File: src/rtl/chromosome_eval_engine.sv
// chromosome_eval_engine
// Evaluates one chromosome by driving an external phenotype with a stored
// input sequence. Each vector is held for a programmable dwell time. After a
// short settle window the phenotype outputs are compared against the expected
// vector under a care mask. Per-output-bit error sums build up in one of two
// counting modes. A chromosome that scores zero is re-run up to NUM_RETRIES
// times. A run ends early once the total error reaches a programmable limit.
// Every sampled cycle is logged to an external trace memory.
//
// Ports:
//   iClock, iReset_n        clock (rising edge), asynchronous active-low reset
//   iStart / oReady         start request, accepted only in IDLE
//   iAck / oDone            result acknowledge, accepted only in DONE
//   iInputSequence          MAX_SEQ packed input vectors
//   iExpectedOutput         MAX_SEQ packed expected outputs
//   iValidMask              MAX_SEQ packed care masks (1 = compared)
//   iSequencesToProcess     vector count N (clamped to MAX_SEQ)
//   iDwellCycles            cycles per vector D (0 is treated as 1)
//   iErrorLimit             abort threshold on the total error (0 = no abort)
//   iCountMode              0 = per-vector boolean, 1 = mismatching-cycle count
//   oChromIn / iChromOut    phenotype drive and response
//   oClearChrom             clears the phenotype description (CLEAR state)
//   oAborted                run stopped on the error limit
//   oLogOverflow            trace memory full; further writes suppressed
//   oState                  IDLE=0 CLEAR=1 SETTLE=2 SAMPLE=3 CHECK=4 DONE=5
//   oErrorSums, oTotalError per-bit error sums and their total
//   oRetriesUsed            completed retry passes
//   oMemAddr/oMemData/oMemWrite  trace memory write port
module chromosome_eval_engine #(
    parameter int IN_WIDTH         = 8,
    parameter int OUT_WIDTH        = 8,
    parameter int MAX_SEQ          = 64,
    parameter int ERR_W            = 32,
    parameter int ADDR_W           = 15,
    parameter int CYCLES_TO_IGNORE = 10,
    parameter int NUM_RETRIES      = 2
) (
    input  logic                                iClock,
    input  logic                                iReset_n,
    input  logic                                iStart,
    input  logic                                iAck,
    input  logic [MAX_SEQ*IN_WIDTH-1:0]         iInputSequence,
    input  logic [MAX_SEQ*OUT_WIDTH-1:0]        iExpectedOutput,
    input  logic [MAX_SEQ*OUT_WIDTH-1:0]        iValidMask,
    input  logic [7:0]                          iSequencesToProcess,
    input  logic [15:0]                         iDwellCycles,
    input  logic [ERR_W+2:0]                    iErrorLimit,
    input  logic                                iCountMode,
    output logic [IN_WIDTH-1:0]                 oChromIn,
    input  logic [OUT_WIDTH-1:0]                iChromOut,
    output logic                                oClearChrom,
    output logic                                oReady,
    output logic                                oDone,
    output logic                                oAborted,
    output logic                                oLogOverflow,
    output logic [2:0]                          oState,
    output logic [OUT_WIDTH*ERR_W-1:0]          oErrorSums,
    output logic [ERR_W+2:0]                    oTotalError,
    output logic [1:0]                          oRetriesUsed,
    output logic [ADDR_W-1:0]                   oMemAddr,
    output logic [IN_WIDTH+8+2*OUT_WIDTH-1:0]   oMemData,
    output logic                                oMemWrite
);

    // Per-vector sample count is bounded by the 16-bit dwell time.
    localparam int SUM_W = 16;
    localparam int TOT_W = ERR_W + 3;

    typedef enum logic [2:0] {
        IDLE   = 3'd0,
        CLEAR  = 3'd1,
        SETTLE = 3'd2,
        SAMPLE = 3'd3,
        CHECK  = 3'd4,
        DONE   = 3'd5
    } state_t;

    state_t state, nextState;

    logic [7:0]           seqCount;
    logic [7:0]           idx;
    logic [15:0]          dwell;
    logic [15:0]          cycleCnt;
    logic [TOT_W-1:0]     errLimit;
    logic                 countMode;
    logic [SUM_W-1:0]     sampleSum [OUT_WIDTH];
    logic [ERR_W-1:0]     errSum    [OUT_WIDTH];
    logic [1:0]           retries;
    logic [ADDR_W-1:0]    memAddr;
    logic                 aborted;
    logic                 logOverflow;
    logic [IN_WIDTH-1:0]  chromIn;

    logic [7:0]           startCount;
    logic [OUT_WIDTH-1:0] expVec;
    logic [OUT_WIDTH-1:0] maskVec;
    logic [OUT_WIDTH-1:0] mismatch;
    logic                 sampling;
    logic                 lastCycle;
    logic                 lastVector;
    logic                 abortNow;
    logic                 retryNow;
    logic [SUM_W-1:0]     sampleNext [OUT_WIDTH];
    logic [ERR_W-1:0]     errNext    [OUT_WIDTH];
    logic [ERR_W-1:0]     errInc;
    logic [ERR_W:0]       errWide;
    logic [TOT_W-1:0]     totalNow;
    logic [TOT_W-1:0]     totalNext;

    // Datapath: mismatch detection, saturating sums and the commit values
    // that become visible on the last sample cycle of a vector.
    always_comb begin
        startCount = (iSequencesToProcess > 8'(MAX_SEQ)) ? 8'(MAX_SEQ) : iSequencesToProcess;
        expVec     = iExpectedOutput[idx*OUT_WIDTH +: OUT_WIDTH];
        maskVec    = iValidMask[idx*OUT_WIDTH +: OUT_WIDTH];
        mismatch   = (iChromOut ^ expVec) & maskVec;
        sampling   = (cycleCnt >= 16'(CYCLES_TO_IGNORE));
        lastCycle  = (cycleCnt == dwell - 16'd1);
        lastVector = (idx == seqCount - 8'd1);
        errInc     = '0;
        errWide    = '0;
        totalNow   = '0;
        totalNext  = '0;
        for (int unsigned b = 0; b < OUT_WIDTH; b++) begin
            sampleNext[b] = sampleSum[b];
            if (sampling && mismatch[b] && (sampleSum[b] != '1))
                sampleNext[b] = sampleSum[b] + 1'b1;
            errInc     = countMode ? ERR_W'(sampleNext[b]) : ERR_W'(sampleNext[b] != '0);
            errWide    = {1'b0, errSum[b]} + {1'b0, errInc};
            errNext[b] = errWide[ERR_W] ? '1 : errWide[ERR_W-1:0];
            totalNow   = totalNow + TOT_W'(errSum[b]);
            totalNext  = totalNext + TOT_W'(errNext[b]);
        end
        abortNow = lastCycle && (errLimit != '0) && (totalNext >= errLimit);
        retryNow = (totalNow == '0) && (retries < 2'(NUM_RETRIES));
    end

    // State register
    always_ff @(posedge iClock or negedge iReset_n) begin
        if (!iReset_n)
            state <= IDLE;
        else
            state <= nextState;
    end

    // Next-state logic
    always_comb begin
        nextState = state;
        unique case (state)
            IDLE:   if (iStart) nextState = (startCount == 8'd0) ? DONE : CLEAR;
            CLEAR:  nextState = SETTLE;
            SETTLE: nextState = SAMPLE;
            SAMPLE: begin
                if (lastCycle) begin
                    if (abortNow)
                        nextState = DONE;
                    else if (lastVector)
                        nextState = CHECK;
                    else
                        nextState = SETTLE;
                end
            end
            CHECK:  nextState = retryNow ? SETTLE : DONE;
            DONE:   if (iAck) nextState = IDLE;
            default: nextState = IDLE;
        endcase
    end

    // Datapath registers
    always_ff @(posedge iClock or negedge iReset_n) begin
        if (!iReset_n) begin
            seqCount    <= '0;
            idx         <= '0;
            dwell       <= '0;
            cycleCnt    <= '0;
            errLimit    <= '0;
            countMode   <= 1'b0;
            retries     <= '0;
            memAddr     <= '0;
            aborted     <= 1'b0;
            logOverflow <= 1'b0;
            chromIn     <= '0;
            for (int unsigned b = 0; b < OUT_WIDTH; b++) begin
                sampleSum[b] <= '0;
                errSum[b]    <= '0;
            end
        end else begin
            unique case (state)
                IDLE: begin
                    if (iStart) begin
                        seqCount    <= startCount;
                        dwell       <= (iDwellCycles == 16'd0) ? 16'd1 : iDwellCycles;
                        errLimit    <= iErrorLimit;
                        countMode   <= iCountMode;
                        retries     <= '0;
                        idx         <= '0;
                        memAddr     <= '0;
                        aborted     <= 1'b0;
                        logOverflow <= 1'b0;
                        for (int unsigned b = 0; b < OUT_WIDTH; b++)
                            errSum[b] <= '0;
                    end
                end
                SETTLE: begin
                    chromIn  <= iInputSequence[idx*IN_WIDTH +: IN_WIDTH];
                    cycleCnt <= '0;
                    for (int unsigned b = 0; b < OUT_WIDTH; b++)
                        sampleSum[b] <= '0;
                end
                SAMPLE: begin
                    cycleCnt <= cycleCnt + 16'd1;
                    for (int unsigned b = 0; b < OUT_WIDTH; b++)
                        sampleSum[b] <= sampleNext[b];
                    // The last address is written once, then held.
                    if (!logOverflow) begin
                        if (memAddr == '1)
                            logOverflow <= 1'b1;
                        else
                            memAddr <= memAddr + 1'b1;
                    end
                    if (lastCycle) begin
                        for (int unsigned b = 0; b < OUT_WIDTH; b++)
                            errSum[b] <= errNext[b];
                        if (abortNow)
                            aborted <= 1'b1;
                        else if (!lastVector)
                            idx <= idx + 8'd1;
                    end
                end
                CHECK: begin
                    if (retryNow) begin
                        retries     <= retries + 2'd1;
                        idx         <= '0;
                        memAddr     <= '0;
                        logOverflow <= 1'b0;
                    end
                end
                default: ;
            endcase
        end
    end

    // Outputs
    always_comb begin
        oReady       = (state == IDLE);
        oDone        = (state == DONE);
        oClearChrom  = (state == CLEAR);
        oMemWrite    = (state == SAMPLE) && !logOverflow;
        oState       = state;
        oChromIn     = chromIn;
        oAborted     = aborted;
        oLogOverflow = logOverflow;
        oRetriesUsed = retries;
        oMemAddr     = memAddr;
        oTotalError  = totalNow;
        oMemData     = {chromIn, idx, expVec, iChromOut};
        oErrorSums   = '0;
        for (int unsigned b = 0; b < OUT_WIDTH; b++)
            oErrorSums[b*ERR_W +: ERR_W] = errSum[b];
    end

endmodule

File: config.mk
export PLATFORM = sky130hd
export DESIGN_NAME = chromosome_eval_engine
export DESIGN_NICKNAME = d
export VERILOG_FILES = /design/src/rtl/chromosome_eval_engine.sv
export SDC_FILE = /design/constraint.sdc
export NUM_CORES = 2
export LEC_CHECK = 0
export CORE_AREA = 2 2 759 761
export DETAILED_ROUTE_END_ITERATION = 8
export DIE_AREA = 0 0 761 763
export PLACE_DENSITY = 0.34
export SLEW_MARGIN = 20
export SYNTH_ARGS = -nofsm -noshare
export SYNTH_HDL_FRONTEND = slang
export SYNTH_SLANG_ARGS = --single-unit
File: constraint.sdc
create_clock -name iClock -period 37.4 [get_ports iClock]
set_input_delay 7.48 -clock iClock [delete_from_list [all_inputs] [get_ports iClock]]
set_output_delay 7.48 -clock iClock [all_outputs]
set_load 0.1 [all_outputs]
Word-level counts from Yosys, hierarchy flattened
Cells that the tools add are included.
- output and inout bits: 357
- RAM bits: 0
- input bits: 1608
- logic and storage cells: 205
- bits in latches: 0
- memories: 0
- bits in read-only memories: 0
- register bits after elaboration: 498
- reduce and logical (&&, ||, !) cells: 46
- shifts and indexed selects: 3
- bitwise gates (word level): 2
- $add $sub $neg: 36
- order comparisons: 4
- div/mod/pow operators: 0
- eq/ne operators: 25
- multiplexer cells: 61
- multipliers: 0
- operators with widths (kind ; count):
    $shiftx A512 B12 Y8 ; 3
    $mux W256 ; 2
    $pmux W256 S2 ; 1
    $add A35 B32 Y35 ; 8
    $mux W16 ; 17
    $add A32 B16 Y33 ; 8
    $mux W32 ; 8
    $pmux W128 S2 ; 1
    $add A16 B1 Y16 const B ; 9
    $ne A16 B16 Y1 const B ; 8
    $reduce_bool A16 Y1 ; 8
    $add A34 B32 Y35 ; 2
    $add A33 B32 Y34 ; 2
    $add A32 B32 Y33 ; 2
    $mux W15 ; 4
    $mux W8 ; 6
    $pmux W15 S3 ; 1
    $ge A35 B35 Y1 ; 1
    $logic_not A35 Y1 ; 1
    $reduce_bool A35 Y1 ; 1
    $pmux W16 S2 ; 1
    $pmux W8 S3 ; 1
    $mux W3 ; 7
    $logic_and A1 B1 Y1 ; 20
    other kinds (34) ; 55

Depth between registers and ports, before layout
- depth after elaboration: 22
- mapped depth: 66
- gate-level depth less buffers: 58

Worst setup path after synthesis
Ideal clock, no wire load.
- path type: input-to-reg
- from: input iExpectedOutput[398]
- to: register idx[1]
- buffers on the path: 3
- arrival: 20517 ps
- path slack: 16803 ps
- stages on the path: 54
- library setup time: 79 ps
- data required time: 37321 ps
- cell sequence: mux2i_1 -> a22oi_1 -> and3_1 -> nor3_1 -> o22ai_1 -> o211ai_1 -> buf_2 -> inv_1 -> nand4_1 -> o32a_1 -> a32oi_1 -> ha_1 -> inv_1 -> fa_1 -> nor2b_1 -> o21ai_0 -> a21boi_0 -> o211ai_1 -> (+18 left out) -> a21boi_0 -> o21ai_0 -> a21boi_0 -> a41oi_1 -> o21ai_0 -> a21oi_1 -> o211a_1 -> o311ai_0 -> xor2_1 -> ha_1 -> a21o_1 -> a21o_1 -> a2111oi_0 -> a31oi_1 -> or3_1 -> nand2_1 -> a21boi_1 -> mux2i_1
- cells in the longest elaborated chain, start to end: 16
- RTL lines (item ; RTL line ; text):
    start: declaration ; 43 ; input logic [MAX_SEQ*OUT_WIDTH-1:0] iExpectedOutput,
    $shiftx A512 B12 Y8 * ; 114 ; expVec = iExpectedOutput[idx*OUT_WIDTH +: OUT_WIDTH];
    net oMemData[14] ; 61 ; output logic [IN_WIDTH+8+2*OUT_WIDTH-1:0] oMemData,
    $xor A8 B8 Y8 * ; 116 ; mismatch = (iChromOut ^ expVec) & maskVec;
    $and A8 B8 Y8 * ; 116 ;
    $logic_and A1 B1 Y1 * (2 in series) ; 126 ; if (sampling && mismatch[b] && (sampleSum[b] != '1))
    $mux W16 * ; 126 ;
    $reduce_bool A16 Y1 ; 128 ; errInc = countMode ? ERR_W'(sampleNext[b]) : ERR_W'(sampleNext[b] != '0);
    $mux W16 * ; 128 ;
    $add A32 B16 Y33 * ; 129 ; errWide = {1'b0, errSum[b]} + {1'b0, errInc};
    $mux W32 * ; 130 ; errNext[b] = errWide[ERR_W] ? '1 : errWide[ERR_W-1:0];
    $add A35 B32 Y35 * (2 in series) ; 132 ; totalNext = totalNext + TOT_W'(errNext[b]);
    $ge A35 B35 Y1 * ; 134 ; abortNow = lastCycle && (errLimit != '0) && (totalNext >= errLimit);
    $logic_and A1 B1 Y1 * ; 134 ;
    $ne A2 B2 Y1 (no source line) * ; - ;
    $reduce_and A6 Y1 (no source line) * ; - ;
    end signal: assignment ; 227 ; idx <= idx + 8'd1;
    end: declaration ; 81 ; logic [7:0] idx;
Mark *: on every way through the listed nets, which the timed path passes. The rest lies on a longest branch.
A chain may end at the register's enable or synchronous reset.

Final worst setup path
- from: input iExpectedOutput[97]
- to: register idx[3]
- cells in the longest elaborated chain, start to end: 21
- RTL lines (item ; RTL line):
    $shiftx A512 B12 Y8 * ; 114
    $xor A8 B8 Y8 * ; 116
    $and A8 B8 Y8 * ; 116
    $logic_and A1 B1 Y1 * (2 in series) ; 126
    $mux W16 * ; 126
    $reduce_bool A16 Y1 ; 128
    $mux W16 * ; 128
    $add A32 B16 Y33 * ; 129
    $mux W32 * ; 130
    $add A32 B32 Y33 * ; 132
    $add A33 B32 Y34 * ; 132
    $add A34 B32 Y35 * ; 132
    $add A35 B32 Y35 * (4 in series) ; 132
    $ge A35 B35 Y1 * ; 134
    $logic_and A1 B1 Y1 * ; 134
    $ne A2 B2 Y1 (no source line) * ; -
    $reduce_and A6 Y1 (no source line) * ; -
Every way passes the cells marked *; elsewhere a longest branch is shown, timed or not.

==> flow_summary.yaml <==
setup_path:
  worstPathArrival_ps: 24640
  startpoint: "iExpectedOutput[97]"
  reg2reg_depth: 60
  cp_data_required_time_ps: 38010
  cp_slowest_cell: "a221oi_1"
  crit_fanout: 30
  r2r_start: "idx[0]"
  endpoint: "idx[3]"
  cp_common_cell: "o21ai_0"
  r2r_end: "idx[3]"
  rrSetupSlack_ps: 17470
  cp-start-kind: "input port"
  cpPeakStageDelay_ps: 860
  path_class: "input port to flop"
  end_kind: "flop"
global_routing:
  grt_usage_pct: 17.10
  first_global_vias: 65070
  grt_pass1_wl_um: 663600
  grt_max_degree: 96
  antenna_found_initial: 136
  overflow: 0
clock_tree:
  cts_max_level: 3
  cts_hold_buf: 0
  cts.repair.resized: 0
  clk_pin_slew_ps: 50
  clock-root-buffer: "clkbuf_16"
  cts_sinks: 498
  clkLatencyLatePin_ps: 840
  cts_tree: "done"
  cts_buffers: 86
  clk_path_buf_depth: 4
  post_cts_buffers: 0
power:
  power_frac_clock_pct: 14.4
  p_total_w: 0.006060
  ir_worst_vdd_mv: 0.3253
  pwr_density_cell_nw_per_um2: 64.01
  p_switching_w: 0.003468
  pwr-share-seq_pct: 12.7
  swShare_pct: 57.23
  p_leak_nw: 37.11
  combPwrFrac_pct: 72.9
  p_int_w: 0.002592
sta:
  finalCriticalPeriod_ps: 24030
  tightest_slew_ps: 1204
  rsz0062_at_grt: "false"
  hold_violations: 0
  setup_viol: 0
  fmax_mhz: 41.62
  maxSlewViolCount: 0
  finClkSkew_ps: 113.5
  max_slew_margin_pct: 19.18
  period_share_pct: 64.25
  setup_slack_ps: 13370
  fin_tns_setup_ps: 0
detailed_routing:
  ant_nets: 0
  remaining_drc_errors: 0
  wl_um: 516300
  drt_iter0_markers: 5450
  vias: 64850
  wl_per_cell_um: 31.29
  firstDrtPassIters: 6
  viasPerCell: 3.930
die:
  io_pins: 1965
  die_h_um: 763
  die_x_um: 761
  core_um2: 572200
  dieArea_um2: 580600
  num_rows: 278
  start_util_pct: 10.96
logic_synthesis:
  ys_seq_area_share_pct: 19.88
  synth.avg_cell_area_um2: 8.955
  syn_nets: 9246
  synth_edf_count: 0
  ys_warn_count: 0
  syn_inst: 7001
  netlist_area_um2: 62700
  ys_ff_latch: 498
  postSynth.asyncResetShare_pct: 100.0
  synthFlopType: "dfrtp_1"
  yosysUniqueCellTypes: 102
place:
  place_hpwl_um: 450200
  gp_congestion: 0.9078
  io_buffer_count: 1964
  dp_slack_ps: 12310
worst_hold_path:
  hold_start: "oAborted"
  min_path_type: "flop to flop"
layout:
  final_util_pct: 16.55
  layout-drive-gt1-share_pct: 10.26
  fin_nets: 11050
  nFillCells: 64400
  synthToLayoutAreaGrowth_pct: 51.00
run_status:
  status: "finished, final reports clean"
flow_run:
  cap_violations: 0
[per-stage QoR]
step	hold WS, ps	instances	instance area, µm²
3_5_place_dp	471.2	16270	91580
2_1_floorplan	466.5	7001	62700
6_report	479.6	16500	94670
5_1_grt	519.3	16440	94510
3_3_place_gp	471.1	16270	91490
4_1_cts	485.4	16430	94490
[flip-flops by register name, summed over array words and instances, names as in the netlist, 15 cells and up]
signal,cells
oErrorSums,256
cycleCnt,16
dwell,16
oMemAddr,15
sampleSum,128
errLimit,35
[synthesized netlist by cell type, drive strengths merged (36+ instances only)]
cell,count,area [µm²]
clkbuf,321,1206
nand2b,51,319.1
fa,390,7807
inv,627,2354
or3,36,225.2
o22ai,42,269.0
o21a,37,277.8
a21o,149,1119
xnor2,237,2076
mux4,345,7781
a211oi,39,292.8
nand3,257,1291
a22oi,110,825.8
a21oi,332,1673
mux2i,275,2753
nand4,69,446.7
nor2,541,2041
nor3,187,957.2
buf,143,985.9
nand2,615,2311
dfrtp,498,12460
nor4,62,400.4
and2,73,456.7
o21ai,405,2027
a311oi,64,560.5
xor2,134,1174
ha,247,3090
nor2b,59,369.1
and3,156,975.9
a31oi,67,419.2
[critical path, delay by kind of cell]
kind,cells,cell delay (ps)
AOI/OAI and AO/OA,24,8490
adders and majority gates,8,2900
and+or+nand+nor,15,3470
muxes,2,830
buffers and inverters,7,1340
[cells by family (layout without fill, tap and decap cells)]
| logic type | count (synthesis) | after routing | synth area share (%) |
|---|---|---|---|
| and+or+nand+nor | 2233 | 2233 | 17.26 |
| xor gates and xnor gates | 371 | 371 | 5.183 |
| adders and majority gates | 637 | 637 | 17.38 |
| muxes | 640 | 640 | 17.17 |
| buffers and inverters | 1091 | 2956 | 7.250 |
| other | 0 | 75 | 0 |
| AOI/OAI and AO/OA | 1531 | 1531 | 15.88 |
| DFF | 498 | 498 | 19.88 |
[metal layers]
metal | up-vias | GRT usage (%) | part of all wire [%]
met2 | 2594 | 27.67 | 46
met3 | 301 | 3.520 | 6.7
met1 | 33060 | 23.59 | 46
met5 | - | 0 | 0.038
met4 | 34 | 3.133 | 1.9
li1 | 28860 | - | -
[placed cells by master, fill, tap and decap left out, drive strengths merged, types with 73 or more instances in the layout]
master         synthesis  routed
nor3                 187     187
clkdlybuf4s50          0    1905
ha                   247     247
and3                 156     156
a21o                 149     149
dfrtp                498     498
clkbuf               321     118
and2                  73      73
xor2                 134     134
xnor2                237     237
mux4                 345     345
nand3                257     257
inv                  627     627
buf                  143     271
nor2                 541     541
diode                  0      75
fa                   390     390
nand2                615     615
mux2i                275     275
o21ai                405     405
a22oi                110     110
a21oi                332     332
[power by group through the flow]
stage / Clock (W) / Combinational (W) / Sequential (W)
2_1_floorplan: 0 / 0.00226 / 0.000851
3_3_place_gp: 0 / 0.00450 / 0.000778
3_5_place_dp: 0 / 0.00447 / 0.000778
4_1_cts: 0.000905 / 0.00450 / 0.000769
5_1_grt: 0.000919 / 0.00473 / 0.000784
6_report: 0.000873 / 0.00442 / 0.000769
[cell type report]
type / instances / area [µm²] / area share [%]
Multi-Input combinational cell: 5412 / 46110 / 48.71
Clock buffer: 118 / 2465 / 2.604
Antenna cell: 75 / 187.7 / 0.1982
Tap cell: 7560 / 9459 / 9.992
Clock inverter: 35 / 445.4 / 0.4705
Timing Repair Buffer: 2176 / 21160 / 22.35
Sequential cell: 498 / 12480 / 13.19
Inverter: 627 / 2364 / 2.497
[worst min-delay path by stage]
stage	depth (start not counted)	to	slack [ps]
after detailed placement	2	oAborted	470
final	2	oAborted	480
after global routing	2	oAborted	520
after CTS	2	oAborted	490
after global placement	2	oAborted	470
after floorplan	2	dwell[15]	470
(Power assumes the default switching activity.)
